## src/rtl/psum_acc_drain.sv

```systemverilog
// Drains OFIFO psum rows, accumulates len_kij rows per pixel, streams ReLU'd sums (PSUM_SAT_EN: saturating adds).
// Latency: acc update 1 cycle after ofifo_rd; out_data registered, first row 1 cycle into FLUSH.
// Backpressure: ofifo_rd only while ofifo_vld in DRAIN; out_data/out_idx hold while out_valid & !out_ready.
module psum_acc_drain #(
  parameter int col     = 8,
  parameter int psum_bw = 16,
  parameter int len_kij = 9,
  parameter int n_out   = 16
) (
  input  logic                       clk,
  input  logic                       reset,
  input  logic                       start,
  input  logic                       ofifo_vld,
  output logic                       ofifo_rd,
  input  logic [col*psum_bw-1:0]     psum_in,
  output logic                       out_valid,
  input  logic                       out_ready,
  output logic [col*psum_bw-1:0]     out_data,
  output logic [$clog2(n_out)-1:0]   out_idx,
  output logic                       busy,
  output logic                       done
);

  localparam int DW = col * psum_bw;
  localparam int PW = $clog2(n_out);
  localparam int KW = $clog2(len_kij);
  localparam logic [PW-1:0] PIX_LAST = PW'(n_out - 1);
  localparam logic [KW-1:0] KIJ_LAST = KW'(len_kij - 1);

  typedef enum logic [2:0] {IDLE, DRAIN, LAST, FLUSH, DONE} state_t;

  state_t          state_q, state_d;
  logic [PW-1:0]   pix_q, pix_d, k_q, k_d, pix_d1_q, pix_d1_d, out_idx_q, out_idx_d;
  logic [KW-1:0]   kij_q, kij_d;
  logic            rd_d1_q, rd_d1_d, first_d1_q, first_d1_d, out_valid_q, out_valid_d;
  logic [DW-1:0]   out_data_q, out_data_d;
  logic [DW-1:0]   acc_q [n_out];
  logic [DW-1:0]   acc_d [n_out];

  function automatic logic [psum_bw-1:0] lane_add(input logic [psum_bw-1:0] a,
                                                  input logic [psum_bw-1:0] b);
    logic [psum_bw-1:0] s;
    s = a + b;
`ifdef PSUM_SAT_EN
    // Same-sign operands producing an opposite-sign result overflowed.
    if ((a[psum_bw-1] == b[psum_bw-1]) && (s[psum_bw-1] != a[psum_bw-1]))
      s = a[psum_bw-1] ? {1'b1, {(psum_bw-1){1'b0}}} : {1'b0, {(psum_bw-1){1'b1}}};
`endif
    return s;
  endfunction

  function automatic logic [DW-1:0] relu_row(input logic [DW-1:0] row);
    logic [DW-1:0] r;
    r = row;
    for (int i = 0; i < col; i++)
      if (row[psum_bw*i + psum_bw-1]) r[psum_bw*i +: psum_bw] = '0;
    return r;
  endfunction

  always_comb begin
    for (int p = 0; p < n_out; p++) acc_d[p] = acc_q[p];
    if (rd_d1_q) begin
      for (int i = 0; i < col; i++)
        acc_d[pix_d1_q][psum_bw*i +: psum_bw] = first_d1_q ? psum_in[psum_bw*i +: psum_bw]
            : lane_add(acc_q[pix_d1_q][psum_bw*i +: psum_bw], psum_in[psum_bw*i +: psum_bw]);
    end
  end

  always_comb begin
    state_d     = state_q;
    pix_d       = pix_q;
    kij_d       = kij_q;
    k_d         = k_q;
    out_valid_d = out_valid_q;
    out_data_d  = out_data_q;
    out_idx_d   = out_idx_q;
    ofifo_rd    = 1'b0;
    rd_d1_d     = 1'b0;
    pix_d1_d    = pix_q;
    first_d1_d  = (kij_q == '0);
    case (state_q)
      IDLE: begin
        if (start) begin
          state_d = DRAIN;
          pix_d   = '0;
          kij_d   = '0;
          k_d     = '0;
        end
      end
      DRAIN: begin
        ofifo_rd = ofifo_vld;
        if (ofifo_vld) begin
          rd_d1_d = 1'b1;
          if (pix_q == PIX_LAST) begin
            pix_d = '0;
            kij_d = kij_q + 1'b1;
            if (kij_q == KIJ_LAST) begin
              kij_d   = '0;
              state_d = LAST;
            end
          end else begin
            pix_d = pix_q + 1'b1;
          end
        end
      end
      LAST: state_d = FLUSH;
      FLUSH: begin
        // First load waits one cycle so the final captured row is in acc.
        if (!out_valid_q) begin
          out_valid_d = 1'b1;
          out_data_d  = relu_row(acc_q[k_q]);
          out_idx_d   = k_q;
        end else if (out_ready) begin
          k_d = k_q + 1'b1;
          if (k_q == PIX_LAST) begin
            out_valid_d = 1'b0;
            state_d     = DONE;
          end else begin
            out_data_d = relu_row(acc_q[k_q + 1'b1]);
            out_idx_d  = k_q + 1'b1;
          end
        end
      end
      DONE:    state_d = IDLE;
      default: state_d = IDLE;
    endcase
  end

  always_ff @(posedge clk or negedge reset) begin
    if (!reset) begin
      state_q     <= IDLE;
      pix_q       <= '0;
      kij_q       <= '0;
      k_q         <= '0;
      rd_d1_q     <= 1'b0;
      pix_d1_q    <= '0;
      first_d1_q  <= 1'b0;
      out_valid_q <= 1'b0;
      out_data_q  <= '0;
      out_idx_q   <= '0;
    end else begin
      state_q     <= state_d;
      pix_q       <= pix_d;
      kij_q       <= kij_d;
      k_q         <= k_d;
      rd_d1_q     <= rd_d1_d;
      pix_d1_q    <= pix_d1_d;
      first_d1_q  <= first_d1_d;
      out_valid_q <= out_valid_d;
      out_data_q  <= out_data_d;
      out_idx_q   <= out_idx_d;
    end
  end

  // Accumulator contents are don't-care after reset; every tile overwrites them on kij 0.
  always_ff @(posedge clk) begin
    for (int p = 0; p < n_out; p++) acc_q[p] <= acc_d[p];
  end

  assign out_valid = out_valid_q;
  assign out_data  = out_data_q;
  assign out_idx   = out_idx_q;
  assign busy      = (state_q != IDLE);
  assign done      = (state_q == DONE);

endmodule
```

## config.mk

```make
export PLATFORM = sky130hd
export DESIGN_NAME = psum_acc_drain
export DESIGN_NICKNAME = d
export VERILOG_FILES = /design/src/rtl/psum_acc_drain.sv
export SDC_FILE = /design/constraint.sdc
export NUM_CORES = 2
export LEC_CHECK = 0
export BUFFER_PORTS_ARGS = -buffer_cell sky130_fd_sc_hd__buf_2
export CAP_MARGIN = 10
export CORE_MARGIN = 2
export CORE_UTILIZATION = 50
export DETAILED_ROUTE_END_ITERATION = 7
export GPL_TIMING_DRIVEN = 1
export PLACE_DENSITY = 0.68
export REMOVE_ABC_BUFFERS = 1
export SLEW_MARGIN = 20
export SYNTH_ARGS = -nofsm -noshare
export SYNTH_HDL_FRONTEND = slang
export SYNTH_SLANG_ARGS = --single-unit
```

## constraint.sdc

```tcl
create_clock -name clk -period 8.6 [get_ports clk]
set_input_delay 1.29 -clock clk [delete_from_list [all_inputs] [get_ports clk]]
set_output_delay 1.29 -clock clk [all_outputs]
set_load 0.02 [all_outputs]
```

# Word-level counts from Yosys, hierarchy flattened
# Memories as Yosys holds them, arrays and structs flattened.
# Cells that the tools add are included.
# op_classes
n_addsub,11
multipliers,0
n_div,0
order_cmp,2
eq_ne,16
shift,0
muxes,80
bitwise_logic,1
n_reduce_logical,11
# op_table
op,count
bitwise mux 2048 bit,8
demux 128 bit (select 4 bit),8
2-to-1 mux 2048 bit,1
2-to-1 mux 128 bit,4
2-to-1 mux 15 bit,16
2-to-1 mux 16 bit,9
adder 16 bit,8
2-to-1 mux 112 bit,1
2-to-1 mux 96 bit,1
2-to-1 mux 80 bit,1
2-to-1 mux 64 bit,1
2-to-1 mux 48 bit,1
2-to-1 mux 4 bit,11
2-to-1 mux 32 bit,1
case mux 4 bit (2 select lines),3
2-to-1 mux 3 bit,7
!= test 2 bit (second input constant),9
adder 4 x 1 -> 4 bit (second input constant),3
equality test 4 bit (second input constant),3
case mux 3 bit (4 select lines),1
AND reduction 4 bit,2
AND reduction 7 bit,1
equality test 3 x 2 -> 1 bit (second input constant),2
2-to-1 mux 1 bit,6
other kinds (11),13
# totals
ff_bits,154
latch_bits,0
ram_bits,2048
mem_bits_ro,0
output_inout_bits,136
word_cells,132
mem_count,1
# memory_table
memory,depth,width,rd,rd_ports_with_merged_regs,wr,line,source
acc_q,16,128,19,0,16,37,logic [DW-1:0] acc_q [n_out];

# Logic depth before layout (Yosys ltp)
# logic_depth
depth_word,14
ltp_mapped,18
depth_no_buf,13

# Worst setup path before layout
# OpenSTA, ideal clock, no wires.
# synth_timing
path_type,register to register
from,register pix_d1_q[0] (netlist name)
to,"memory acc_q[13][0] (netlist name), enable pin"
setup_ns,0.617
t_arrival_ns,7.515
t_required_ns,7.983
slack_ns,0.468
path_stages_with_launch,11
synth_period_minus_slack_ns,8.132
cell_sequence,dfrtp_1 buf_6 buf_2 buf_2 buf_2 buf_2 nor2b_1 clkbuf_1 nand3_1 clkbuf_1 nor2_1
# synth_rtl
item,line
"end, declared",37

==> run metrics <==
yosys warns 0; final cell count without fillers 10800; Filler cells 18400; largest net degree at the start of global routing 142; final instance area 136000 um^2; TritonCTS clock tree built; mapped cell area 123000 um^2; vias in the first global route 78900; H-tree depth 4; Clock power frac 20.4%; antenna-violating nets left 0; Async S/R FF share, synth 6.65%; RSZ-0062 raised after global routing false; core box area 243000 um^2; total chip power 50.9 mW; Clock transition at path regs 0.06 ns; combinational share of power 40.2%; Post-Synthesis Cells 7245; clk_lat worst skew 0.93 ns; Top FF cell, synth edfxtp_1; Sequential Power Share 39.4%; maximum vdd drop 0.248 mV; cts repair resizes 0; number of setup buffers added after CTS 0; CP Capture Type register; vias per cell 7.24; Hold Violations, Final 0; critical path data required time 9.16 ns; hold buffer count at CTS 0; most frequent cells in the layout 2048 x edfxtp_1, 1616 x mux4_2, 450 x a21oi_1, 443 x nor2_1, 370 x mux2i_1; number of port buffers 260; internal power 32.9 mW; CTS root buffer clkbuf_16; num ports 269; die width 499 um; first-pass GRT wire length 545000 um; Clock Skew 0.0664 ns; max-slew violations 0; Initial Utilization 50.4%; leakage 41.3 nW; first drt pass iteration count 6; Slew Limit Headroom 19.4%; iteration-0 DRC count of the detailed router 11100; nets@finish 7662; critical path's largest stage delay 0.99 ns; register area share after synthesis 53.1%; Final Cycle Share 72.1%; Crit path max-delay family multiplexers; Setup Viol. Count Final 0; minimum clock period 6.20 ns; synth unique cells 68; DP Area 128000 um^2; RD Place Congestion 0.855; Fmax achieved 0.161 GHz; Mean Syn Cell Area 16.9 um^2; total wire length 375000 um; Worst setup SP type register; Arr. time, crit path 6.76 ns; Power Dens Cells 375 nW/um^2; setup TNS 0 ns; P_sw 18.0 mW; MaxCap Viol Count 0; commonest non-fill, non-tap cell in the layout edfxtp_1; final core occ 55.8%; Post-synth EDFFs 2048; P&R area growth vs syn 10.9%; Crit Path Max Fanout 35; # placed instances 10400; critical path class register to register; die footprint 249000 um^2; clk sinks 2194; post-DP HPWL 211000 um; Slew @ Worst Pin 1.21 ns; total clock buffers created by CTS 233; initial antenna violation count 14; FF+latch count, synth 2194; Hold Crit Class input pin to async pin; num rows 181; CP max stage cell dfrtp_4; clock buffer depth 3; WL/cell 34.7 um; DRC 0; CP bufs+invs 2; status finished clean; share of layout cells above drive strength 1 35.0%; gr usage total 30.0%; worst path cell trace buf_12 -> buf_4 -> mux4_2 -> mux4_2 -> ha_1 -> nand3_1 -> o2111ai_1 -> a41oi_1 -> nor2_1 -> a21oi_1 -> xnor2_1 -> nand2_1 -> xnor2_1; grt ovf 0; DR vias 78300; Sw Ratio 35.3%; Die H 499 um
[cells in the mapped netlist (57+ instances only)]
cell         n  share of area (%)
a21oi_1    452                1.8
a221oi_1    65               0.46
buf_2      238               0.97
a32oi_1     58               0.41
dfrtp_1    146                3.0
mux2_2      75               0.69
nor2b_1     84               0.43
clkbuf_1   309               0.95
a211oi_1    71               0.43
mux4_2    1616                 30
a22oi_1     63               0.39
mux2i_1    374                3.1
xor2_1      57               0.41
nand2_1    278               0.85
nor2_1     459                1.4
o21ai_0    258                1.1
edfxtp_1  2048                 50
ha_1       124                1.3
[layout make-up]
cell class	count	area [um^2]	share of cell area, %
Multi-Input combinational cell	4377	54800	40.3
Timing Repair Buffer	530	3850	2.83
Tap cell	3202	4010	2.95
Clock inverter	142	1620	1.19
Inverter	61	229	0.168
Antenna cell	5	12.5	0.00920
Sequential cell	2194	65200	47.9
Clock buffer	303	6280	4.62
[cells by family after synthesis]
logic type	count (synthesis)	share of synthesized area [%]
AOI/OAI and AO/OA	1115	5.53
xor gates and xnor gates	102	0.729
DFF	2194	53.1
other	1	0.00306
and+or+nand+nor	955	3.33
buffers and inverters	681	2.46
muxes	2065	33.4
adders and majority gates	132	1.40
[stage by stage]
stage          hold WS (ns)  setup slack, ns
6_report              0.264             2.40
5_1_grt               0.261             1.97
4_1_cts               0.223             2.15
3_5_place_dp          0.414             2.15
3_3_place_gp          0.400             2.40
2_1_floorplan         0.381           -46.18
[final timing paths]
| path | start | to | slack [ns] | cells after the start |
|---|---|---|---|---|
| max | pix_d1_q[0]$_DFF_PN0_ | acc_q[10][111]$_DFFE_PP_ | 2.40 | 13 |
| min | reset | out_data[26]$_DFFE_PN0P_ | 0.26 | 1 |
| max reg2reg | pix_d1_q[0]$_DFF_PN0_ | acc_q[10][111]$_DFFE_PP_ | 2.40 | 13 |
| min reg2reg | pix_d1_d[3]$_DFFE_PN0P_ | pix_d1_q[3]$_DFF_PN0_ | 0.43 | 0 |
| max in group asynchronous | reset | out_data[60]$_DFFE_PN0P_ | 6.97 | 2 |
| min in group clk | pix_d1_d[3]$_DFFE_PN0P_ | pix_d1_q[3]$_DFF_PN0_ | 0.43 | 0 |
[power groups by stage]
stage / clock, mW / combinational, mW / sequential (mW)
detailed placement: 0 / 20.2 / 20.3
CTS: 10.5 / 20.2 / 20.1
floorplan: 0 / 12.4 / 19.5
global placement: 0 / 19.5 / 20.2
global route: 10.9 / 22.2 / 20.2
finish: 10.4 / 20.5 / 20.1
[metal layers]
layer / up-vias / GRT usage [%] / share of wire (%)
met2: 5562 / 46.8 / 47
met4: 6 / 11.9 / 4.3
li1: 30900 / - / -
met5: - / 0 / 0.0096
met1: 40900 / 41.6 / 37
met3: 936 / 6.48 / 12
[registers in the layout, indices dropped and copies added, names as in the netlist, 3 cells and up]
register  flops
k_q           4
pix_d1_d      4
pix_d1_q      4
out_data    120
state_q       3
kij_q         4
out_idx       4
acc_q      2048
No activity file was read; power rests on OpenSTA's default activity.
